$ cat src/rtl/eth_ingress_adapter_pkg.sv
// Shared definitions for the Ethernet ingress adapter: arg3 field layout, FSM encoding
// and the default packet length limit.
package eth_ingress_adapter_pkg;

  localparam int DEFAULT_MAX_PKT_FLITS = 24;

  localparam int DATA_W  = 512;
  localparam int EMPTY_W = 6;
  localparam int ARG3_W  = 8;
  localparam int STAT_W  = 32;
  localparam int CNT_W   = 16;

  localparam int ARG3_SOP       = 0;
  localparam int ARG3_EOP       = 1;
  localparam int ARG3_EMPTY_LSB = 2;
  localparam int ARG3_EMPTY_MSB = 7;

  typedef enum logic [1:0] {
    ST_IDLE = 2'd0,
    ST_PKT  = 2'd1,
    ST_DROP = 2'd2
  } state_t;

  function automatic logic [ARG3_W-1:0] pack_arg3(input logic [EMPTY_W-1:0] empty,
                                                  input logic eop,
                                                  input logic sop);
    logic [ARG3_W-1:0] a;
    a = '0;
    a[ARG3_SOP] = sop;
    a[ARG3_EOP] = eop;
    a[ARG3_EMPTY_MSB:ARG3_EMPTY_LSB] = empty;
    return a;
  endfunction

endpackage

$ cat src/rtl/eth_ingress_adapter_stats_counter.sv
// Wrapping 32-bit event counter used for every ingress statistic.
module ingress_stats_counter
  import eth_ingress_adapter_pkg::*;
(
  input  logic              clk,
  input  logic              rst,
  input  logic              inc,
  output logic [STAT_W-1:0] count
);

  always_ff @(posedge clk or posedge rst) begin
    if (rst) begin
      count <= '0;
    end else if (inc) begin
      count <= count + STAT_W'(1);
    end
  end

endmodule

$ cat src/rtl/eth_ingress_adapter.sv
// Ethernet MAC-to-eth ingress adapter: re-frames the unthrottled MAC flit stream, drops
// packets refused at SOP and repairs framing. ETH_INGRESS_LEN_CHECK_EN enables truncation.
//
// state | meaning
// IDLE  | between packets; non-SOP flits are orphans
// PKT   | forwarding an accepted packet
// DROP  | discarding the rest of a refused or cut-off packet
module eth_ingress_adapter
  import eth_ingress_adapter_pkg::*;
#(
  parameter int MAX_PKT_FLITS = DEFAULT_MAX_PKT_FLITS
) (
  input  logic               Clk,
  input  logic               Rst,
  input  logic               in_valid,
  input  logic               in_sop,
  input  logic               in_eop,
  input  logic [EMPTY_W-1:0] in_empty,
  input  logic [DATA_W-1:0]  in_data,
  output logic               eth_tx,
  output logic [DATA_W-1:0]  eth_tx_data,
  output logic [ARG3_W-1:0]  eth_tx_arg3,
  input  logic               eth_tx_full,
  output logic [STAT_W-1:0]  stats_pkt_in,
  output logic [STAT_W-1:0]  stats_pkt_out,
  output logic [STAT_W-1:0]  stats_drop,
  output logic [STAT_W-1:0]  stats_err,
  output logic [STAT_W-1:0]  stats_trunc
);

  state_t             state_q, state_d;
  logic [CNT_W-1:0]   flit_cnt_q, flit_cnt_d;
  logic [CNT_W-1:0]   cnt_next_body;
  logic               sop_flit, body_flit, trunc;

  logic               emit, o_sop, o_eop;
  logic [EMPTY_W-1:0] o_empty;
  logic               inc_pkt_in, inc_pkt_out, inc_drop, inc_err, inc_trunc;

  assign sop_flit      = in_valid & in_sop;
  assign body_flit     = in_valid & ~in_sop;
  assign cnt_next_body = flit_cnt_q + CNT_W'(1);

`ifdef ETH_INGRESS_LEN_CHECK_EN
  // A flit that would make the packet MAX_PKT_FLITS long without carrying EOP closes it.
  assign trunc = ((state_q == ST_PKT) && body_flit && !in_eop &&
                  (cnt_next_body == CNT_W'(MAX_PKT_FLITS))) ||
                 ((state_q != ST_PKT) && sop_flit && !eth_tx_full && !in_eop &&
                  (MAX_PKT_FLITS == 1));
`else
  assign trunc = 1'b0;
`endif

  always_ff @(posedge Clk or posedge Rst) begin
    if (Rst) begin
      state_q    <= ST_IDLE;
      flit_cnt_q <= '0;
    end else begin
      state_q    <= state_d;
      flit_cnt_q <= flit_cnt_d;
    end
  end

  always_comb begin
    state_d = state_q;
    case (state_q)
      ST_IDLE, ST_DROP: begin
        if (sop_flit) begin
          if (in_eop)                     state_d = ST_IDLE;
          else if (eth_tx_full || trunc)  state_d = ST_DROP;
          else                            state_d = ST_PKT;
        end else if ((state_q == ST_DROP) && body_flit && in_eop) begin
          state_d = ST_IDLE;
        end
      end
      ST_PKT: begin
        if (sop_flit) begin
          state_d = in_eop ? ST_IDLE : ST_DROP;
        end else if (body_flit) begin
          if (in_eop)     state_d = ST_IDLE;
          else if (trunc) state_d = ST_DROP;
        end
      end
      default: state_d = ST_IDLE;
    endcase
  end

  always_comb begin
    emit       = 1'b0;
    o_sop      = 1'b0;
    o_eop      = 1'b0;
    o_empty    = '0;
    flit_cnt_d = flit_cnt_q;
    inc_drop   = 1'b0;
    inc_err    = 1'b0;
    inc_trunc  = 1'b0;
    inc_pkt_in = sop_flit;
    case (state_q)
      ST_IDLE, ST_DROP: begin
        if (sop_flit) begin
          if (eth_tx_full) begin
            inc_drop = 1'b1;
          end else begin
            emit       = 1'b1;
            o_sop      = 1'b1;
            o_eop      = in_eop | trunc;
            o_empty    = trunc ? '0 : in_empty;
            flit_cnt_d = CNT_W'(1);
            inc_trunc  = trunc;
          end
        end else if ((state_q == ST_IDLE) && body_flit) begin
          inc_err = 1'b1;
        end
      end
      ST_PKT: begin
        if (sop_flit) begin
          // Missing EOP: this flit becomes the closing flit of the open packet.
          emit    = 1'b1;
          o_eop   = 1'b1;
          inc_err = 1'b1;
        end else if (body_flit) begin
          emit       = 1'b1;
          o_eop      = in_eop | trunc;
          o_empty    = trunc ? '0 : in_empty;
          flit_cnt_d = cnt_next_body;
          inc_trunc  = trunc;
        end
      end
      default: ;
    endcase
  end

  assign inc_pkt_out = emit & o_eop;

  always_ff @(posedge Clk or posedge Rst) begin
    if (Rst) begin
      eth_tx      <= 1'b0;
      eth_tx_data <= '0;
      eth_tx_arg3 <= '0;
    end else begin
      eth_tx <= emit;
      if (emit) begin
        eth_tx_data <= in_data;
        eth_tx_arg3 <= pack_arg3(o_empty, o_eop, o_sop);
      end
    end
  end

  ingress_stats_counter u_cnt_pkt_in (
    .clk(Clk), .rst(Rst), .inc(inc_pkt_in), .count(stats_pkt_in)
  );
  ingress_stats_counter u_cnt_pkt_out (
    .clk(Clk), .rst(Rst), .inc(inc_pkt_out), .count(stats_pkt_out)
  );
  ingress_stats_counter u_cnt_drop (
    .clk(Clk), .rst(Rst), .inc(inc_drop), .count(stats_drop)
  );
  ingress_stats_counter u_cnt_err (
    .clk(Clk), .rst(Rst), .inc(inc_err), .count(stats_err)
  );

`ifdef ETH_INGRESS_LEN_CHECK_EN
  ingress_stats_counter u_cnt_trunc (
    .clk(Clk), .rst(Rst), .inc(inc_trunc), .count(stats_trunc)
  );
`else
  logic unused_trunc;
  assign unused_trunc = inc_trunc;
  assign stats_trunc  = '0;
`endif

endmodule

$ cat config.mk
export PLATFORM = sky130hd
export DESIGN_NAME = eth_ingress_adapter
export DESIGN_NICKNAME = d
export VERILOG_FILES = /design/src/rtl/eth_ingress_adapter_pkg.sv /design/src/rtl/eth_ingress_adapter_stats_counter.sv /design/src/rtl/eth_ingress_adapter.sv
export SDC_FILE = /design/constraint.sdc
export NUM_CORES = 2
export LEC_CHECK = 0
export BUFFER_PORTS_ARGS = -buffer_cell sky130_fd_sc_hd__buf_2
export CAP_MARGIN = 15
export CORE_AREA = 4 4 461 463
export DETAILED_ROUTE_END_ITERATION = 6
export DIE_AREA = 0 0 465 467
export GPL_TIMING_DRIVEN = 0
export HOLD_SLACK_MARGIN = 0.03
export PLACE_DENSITY = 0.34
export SLEW_MARGIN = 20
export SYNTH_ARGS = -nofsm -noshare
export SYNTH_HDL_FRONTEND = slang
export SYNTH_SLANG_ARGS = --single-unit
$ cat constraint.sdc
create_clock -name Clk -period 45 [get_ports Clk]
set_input_delay 0 -clock Clk [delete_from_list [all_inputs] [get_ports Clk]]
set_output_delay 0 -clock Clk [all_outputs]
set_load 0.005 [all_outputs]
==> impl_metrics.tcl <==
set metrics [dict create \
    cts_made_buffers 87 \
    rr_worst_depth 7 \
    groute.usage.overall_pct 14.94 \
    hp-class "in -> reg" \
    clock_path_buffers 3 \
    ys_types 44 \
    io_buffer_count 1172 \
    detailed_place.area_mm2 0.03521 \
    drt_iter0_markers 1348 \
    vias 27600 \
    number_of_synthesized_register_bits 651 \
    synth_compound_area_share_pct 0.5365 \
    fraction_of_power_spent_switching_nets_pct 33.23 \
    holdCritStartpoint "in_data[14]" \
    internal_power_uw 1344 \
    worstPathCellList "nor3b_1 -> o21ai_4 -> inv_2 -> clkbuf_1 -> clkbuf_1 -> nand2_1 -> nand2_1" \
    floorplan.initialDensity_pct 12.18 \
    gp_congestion 0.9128 \
    min_period_over_period_pct 7.592 \
    rr_startpoint "state_q[0]$_DFFE_PP0P_" \
    holdPathStages 4 \
    global_route.overflow_total 0 \
    tns_ps 0 \
    placedCellCount 6762 \
    hold_path_end "eth_tx_data[14]$_DFFE_PP0P_" \
    worst_clock_skew_ps 30.22 \
    cp.arrival_ps 4060 \
    hold_viol 0 \
    layout.cells.non_filler 7858 \
    drc_errors 0 \
    detail_route.wirelength_um 167400 \
    fin_area_mm2 0.04734 \
    synth.cell_area_mm2 0.02542 \
    wl_per_cell_um 21.31 \
    die_area_mm2 0.2172 \
    die-height_um 467 \
    postLayoutSetupSlackWorst_ps 41580 \
    cellLeakagePower_uw 0.02451 \
    ant_nets 0 \
    reg2reg_slack_ps 41580 \
    via_count_of_the_first_global_routing_pass 28630 \
    muxShareOfSynthArea_pct 0.1329 \
    cell_types_occupying_the_most_area_after_synthesis "sky130_fd_sc_hd__dfrtp_1 (64%), sky130_fd_sc_hd__nand2_1 (24%), sky130_fd_sc_hd__xnor2_1 (3.0%), sky130_fd_sc_hd__clkbuf_1 (1.6%), sky130_fd_sc_hd__xor2_1 (1.3%)" \
    fmax_ghz 0.2927 \
    pin_count_of_the_biggest_net_entering_global_routing 89 \
    post_synth_inst_count 2744 \
    mostFrequentLayoutCell "sky130_fd_sc_hd__nand2_1" \
    outcome "complete, no violations" \
    total_switching_power_uw 668.8 \
    design.final.nets 5492 \
    combinational_family_with_the_most_area_after_synthesis "simple AND/OR/NAND/NOR gates" \
    area_growth_from_synthesis_to_final_layout_pct 86.21 \
    detailed_place_hpwl_um 135600 \
    post_synth_xor_area_fraction_pct 4.307 \
    worstPathMaxFanout 10 \
    worst_path_max_delay_cell "sky130_fd_sc_hd__clkbuf_1" \
    synth.largest_area_cell "sky130_fd_sc_hd__dfrtp_1" \
    first_pass_iters 5 \
    insertion_delay_ps 710 \
    crit_path_max_incr_delay_ps 860 \
    layout_common_cells "sky130_fd_sc_hd__nand2_1 (1596), sky130_fd_sc_hd__buf_2 (1175), sky130_fd_sc_hd__dlygate4sd3_1 (918)" \
    synth-edff-count 0 \
    share_of_the_synthesized_area_in_the_top_cell_type_pct 64.08 \
    rsz0062_at_grt "no" \
    cells_resized_by_post_cts_repair 0 \
    routed_via_density 3.513 \
    endpoint_of_the_lowest_slack_register_to_register_path "eth_tx_data[2]$_DFFE_PP0P_" \
    worstSetupEndpointType "flip-flop" \
    p_seq_share_pct 39.4 \
    floorplan.die.width_um 465 \
    tritoncts "built" \
    synth_simple_gate_area_share_pct 27.84 \
    fp.coreArea_mm2 0.2087 \
    final.min_clock_period_ps 3417 \
    ctsHtreeMaxLevel 3 \
    num_rows 168 \
    final-max-slew-violation-count 0 \
    worst_slew_pin_tran_ps 1066 \
    fillerInstances 23140 \
    power.share.combinational_pct 24.9 \
    setup_violations 0 \
    cts_sinks 651 \
    max-cap-violations 0 \
    first_pass_grt_wire_length_um 229300 \
    synth.yosys.warnings 0 \
    power.density_cell_area_mw_per_mm2 42.51 \
    worst-endpoint-required_ps 45640 \
    layout_cells_sized_above_1_pct 27.43 \
    async_flop_share_pct 100.0 \
    mean_instance_size_in_the_synthesized_netlist_um2 9.265 \
    dpl_worst_slack_ps 41390 \
    fin_hold_ws_ps 114.6 \
    synth_sequential_area_ratio_pct 64.08 \
    share_clk_of_total_power_pct 35.7 \
    worst-setup-path-type "reg -> reg" \
    dominantRegCellSynth "sky130_fd_sc_hd__dfrtp_1" \
    clock_slew_at_the_register_clock_pins_of_the_worst_setup_and_hold_paths_ps 60 \
    synth-adder-area-share_pct 0.1969 \
    design.portCount 1205 \
    maxSlewHeadroom_pct 28.93 \
    antenna_found_initial 66 \
    setup.worst_path.start_class "flip-flop" \
    root_buffer "sky130_fd_sc_hd__clkbuf_16" \
    vdd_drop_max_mv 0.02786 \
]
stage by stage:
stage / utilization, % / total power (µW)
2_1_floorplan: - / 931.5
3_3_place_gp: 16.73 / 1249
3_5_place_dp: 16.87 / 1249
4_1_cts: 22.65 / 2065
5_1_grt: 22.66 / 2133
6_report: 22.68 / 2012
power by group through the flow:
stage | clock network (µW) | registers (µW) | logic, µW
global placement | 0 | 801 | 448
detailed placement | 0 | 799 | 450
global route | 772 | 807 | 553
floorplan | 0 | 799 | 132
finish | 719 | 792 | 502
CTS | 754 | 792 | 519
worst max path at each step:
stage | start | to | slack (ps)
finish | state_q[0]$_DFFE_PP0P_ | eth_tx_data[2]$_DFFE_PP0P_ | 41580
CTS | state_q[0]$_DFFE_PP0P_ | eth_tx_data[454]$_DFFE_PP0P_ | 41370
global placement | Rst | eth_tx_data[396]$_DFFE_PP0P_ | 15140
detailed placement | state_q[0]$_DFFE_PP0P_ | eth_tx_data[454]$_DFFE_PP0P_ | 41390
global route | state_q[0]$_DFFE_PP0P_ | eth_tx_data[454]$_DFFE_PP0P_ | 41330
floorplan | Rst | eth_tx$_DFF_PP0_ | 26760
layer usage:
metal	routed length, µm	track usage (%)	vias to the layer above
li1	-	-	12930
met1	70860	18.63	13370
met2	78860	25.01	1066
met3	12780	4.214	212
met4	4761	4.521	26
met5	160	0	-
logic make-up after synthesis:
logic type / Yosys count
and+or+nand+nor: 1781
DFF: 651
buffers and inverters: 162
xor gates and xnor gates: 125
AOI/OAI and AO/OA: 17
adders and majority gates: 4
muxes: 3
other: 1
final cells by class:
| type | count | area [µm²] | share of cell area [%] |
|---|---|---|---|
| repair buffers | 2100 | 15310 | 32.35 |
| plain buffers | 150 | 701.9 | 1.483 |
| diodes | 25 | 62.56 | 0.1322 |
| well taps | 2805 | 3510 | 7.414 |
| clock buffers | 127 | 2539 | 5.363 |
| multi-input cells | 1962 | 8528 | 18.02 |
| clock inverters | 26 | 341.6 | 0.7216 |
| flip-flops and latches | 651 | 16290 | 34.41 |
| inverters | 12 | 52.55 | 0.1110 |
Yosys cell counts (2+ instances only):
cell and instances:
sky130_fd_sc_hd__nand2_1 1596, sky130_fd_sc_hd__dfrtp_1 651, sky130_fd_sc_hd__clkbuf_1 110, sky130_fd_sc_hd__xnor2_1 86
sky130_fd_sc_hd__nand3_1 44, sky130_fd_sc_hd__xor2_1 39, sky130_fd_sc_hd__nor2_1 37, sky130_fd_sc_hd__nand4_1 36
sky130_fd_sc_hd__buf_4 33, sky130_fd_sc_hd__and3_1 20, sky130_fd_sc_hd__nor3_1 12, sky130_fd_sc_hd__inv_1 11
sky130_fd_sc_hd__and4_1 7, sky130_fd_sc_hd__a22o_1 6, sky130_fd_sc_hd__and2_1 4, sky130_fd_sc_hd__buf_1 4
sky130_fd_sc_hd__ha_1 4, sky130_fd_sc_hd__nor4_1 4, sky130_fd_sc_hd__buf_2 3, sky130_fd_sc_hd__mux2_2 3
sky130_fd_sc_hd__nand4_2 3, sky130_fd_sc_hd__nor3_2 3, sky130_fd_sc_hd__o21ai_0 3, sky130_fd_sc_hd__a31oi_1 2
sky130_fd_sc_hd__nand2b_1 2, sky130_fd_sc_hd__nand3b_1 2, sky130_fd_sc_hd__nor2b_1 2
registers in the layout, indices dropped and copies added, names as in the netlist:
signal / flops
eth_tx_arg3: 8
u_cnt_err.count: 32
u_cnt_pkt_in.count: 32
eth_tx_data: 512
state_q: 2
eth_tx: 1
u_cnt_pkt_out.count: 32
u_cnt_drop.count: 32
critical path: cells and delay by family (launching register included):
| kind | cells | cell delay (ps) |
|---|---|---|
| compound gates | 1 | 230 |
| simple gates | 3 | 690 |
| buf+inv | 3 | 1980 |
| flops | 1 | 420 |
timing repair:
action                                 CTS  global route
buffers inserted                         0             0
endpoints found under the hold margin  768             0
hold buffers                           918             0
Power figures use the tool's default switching activity.
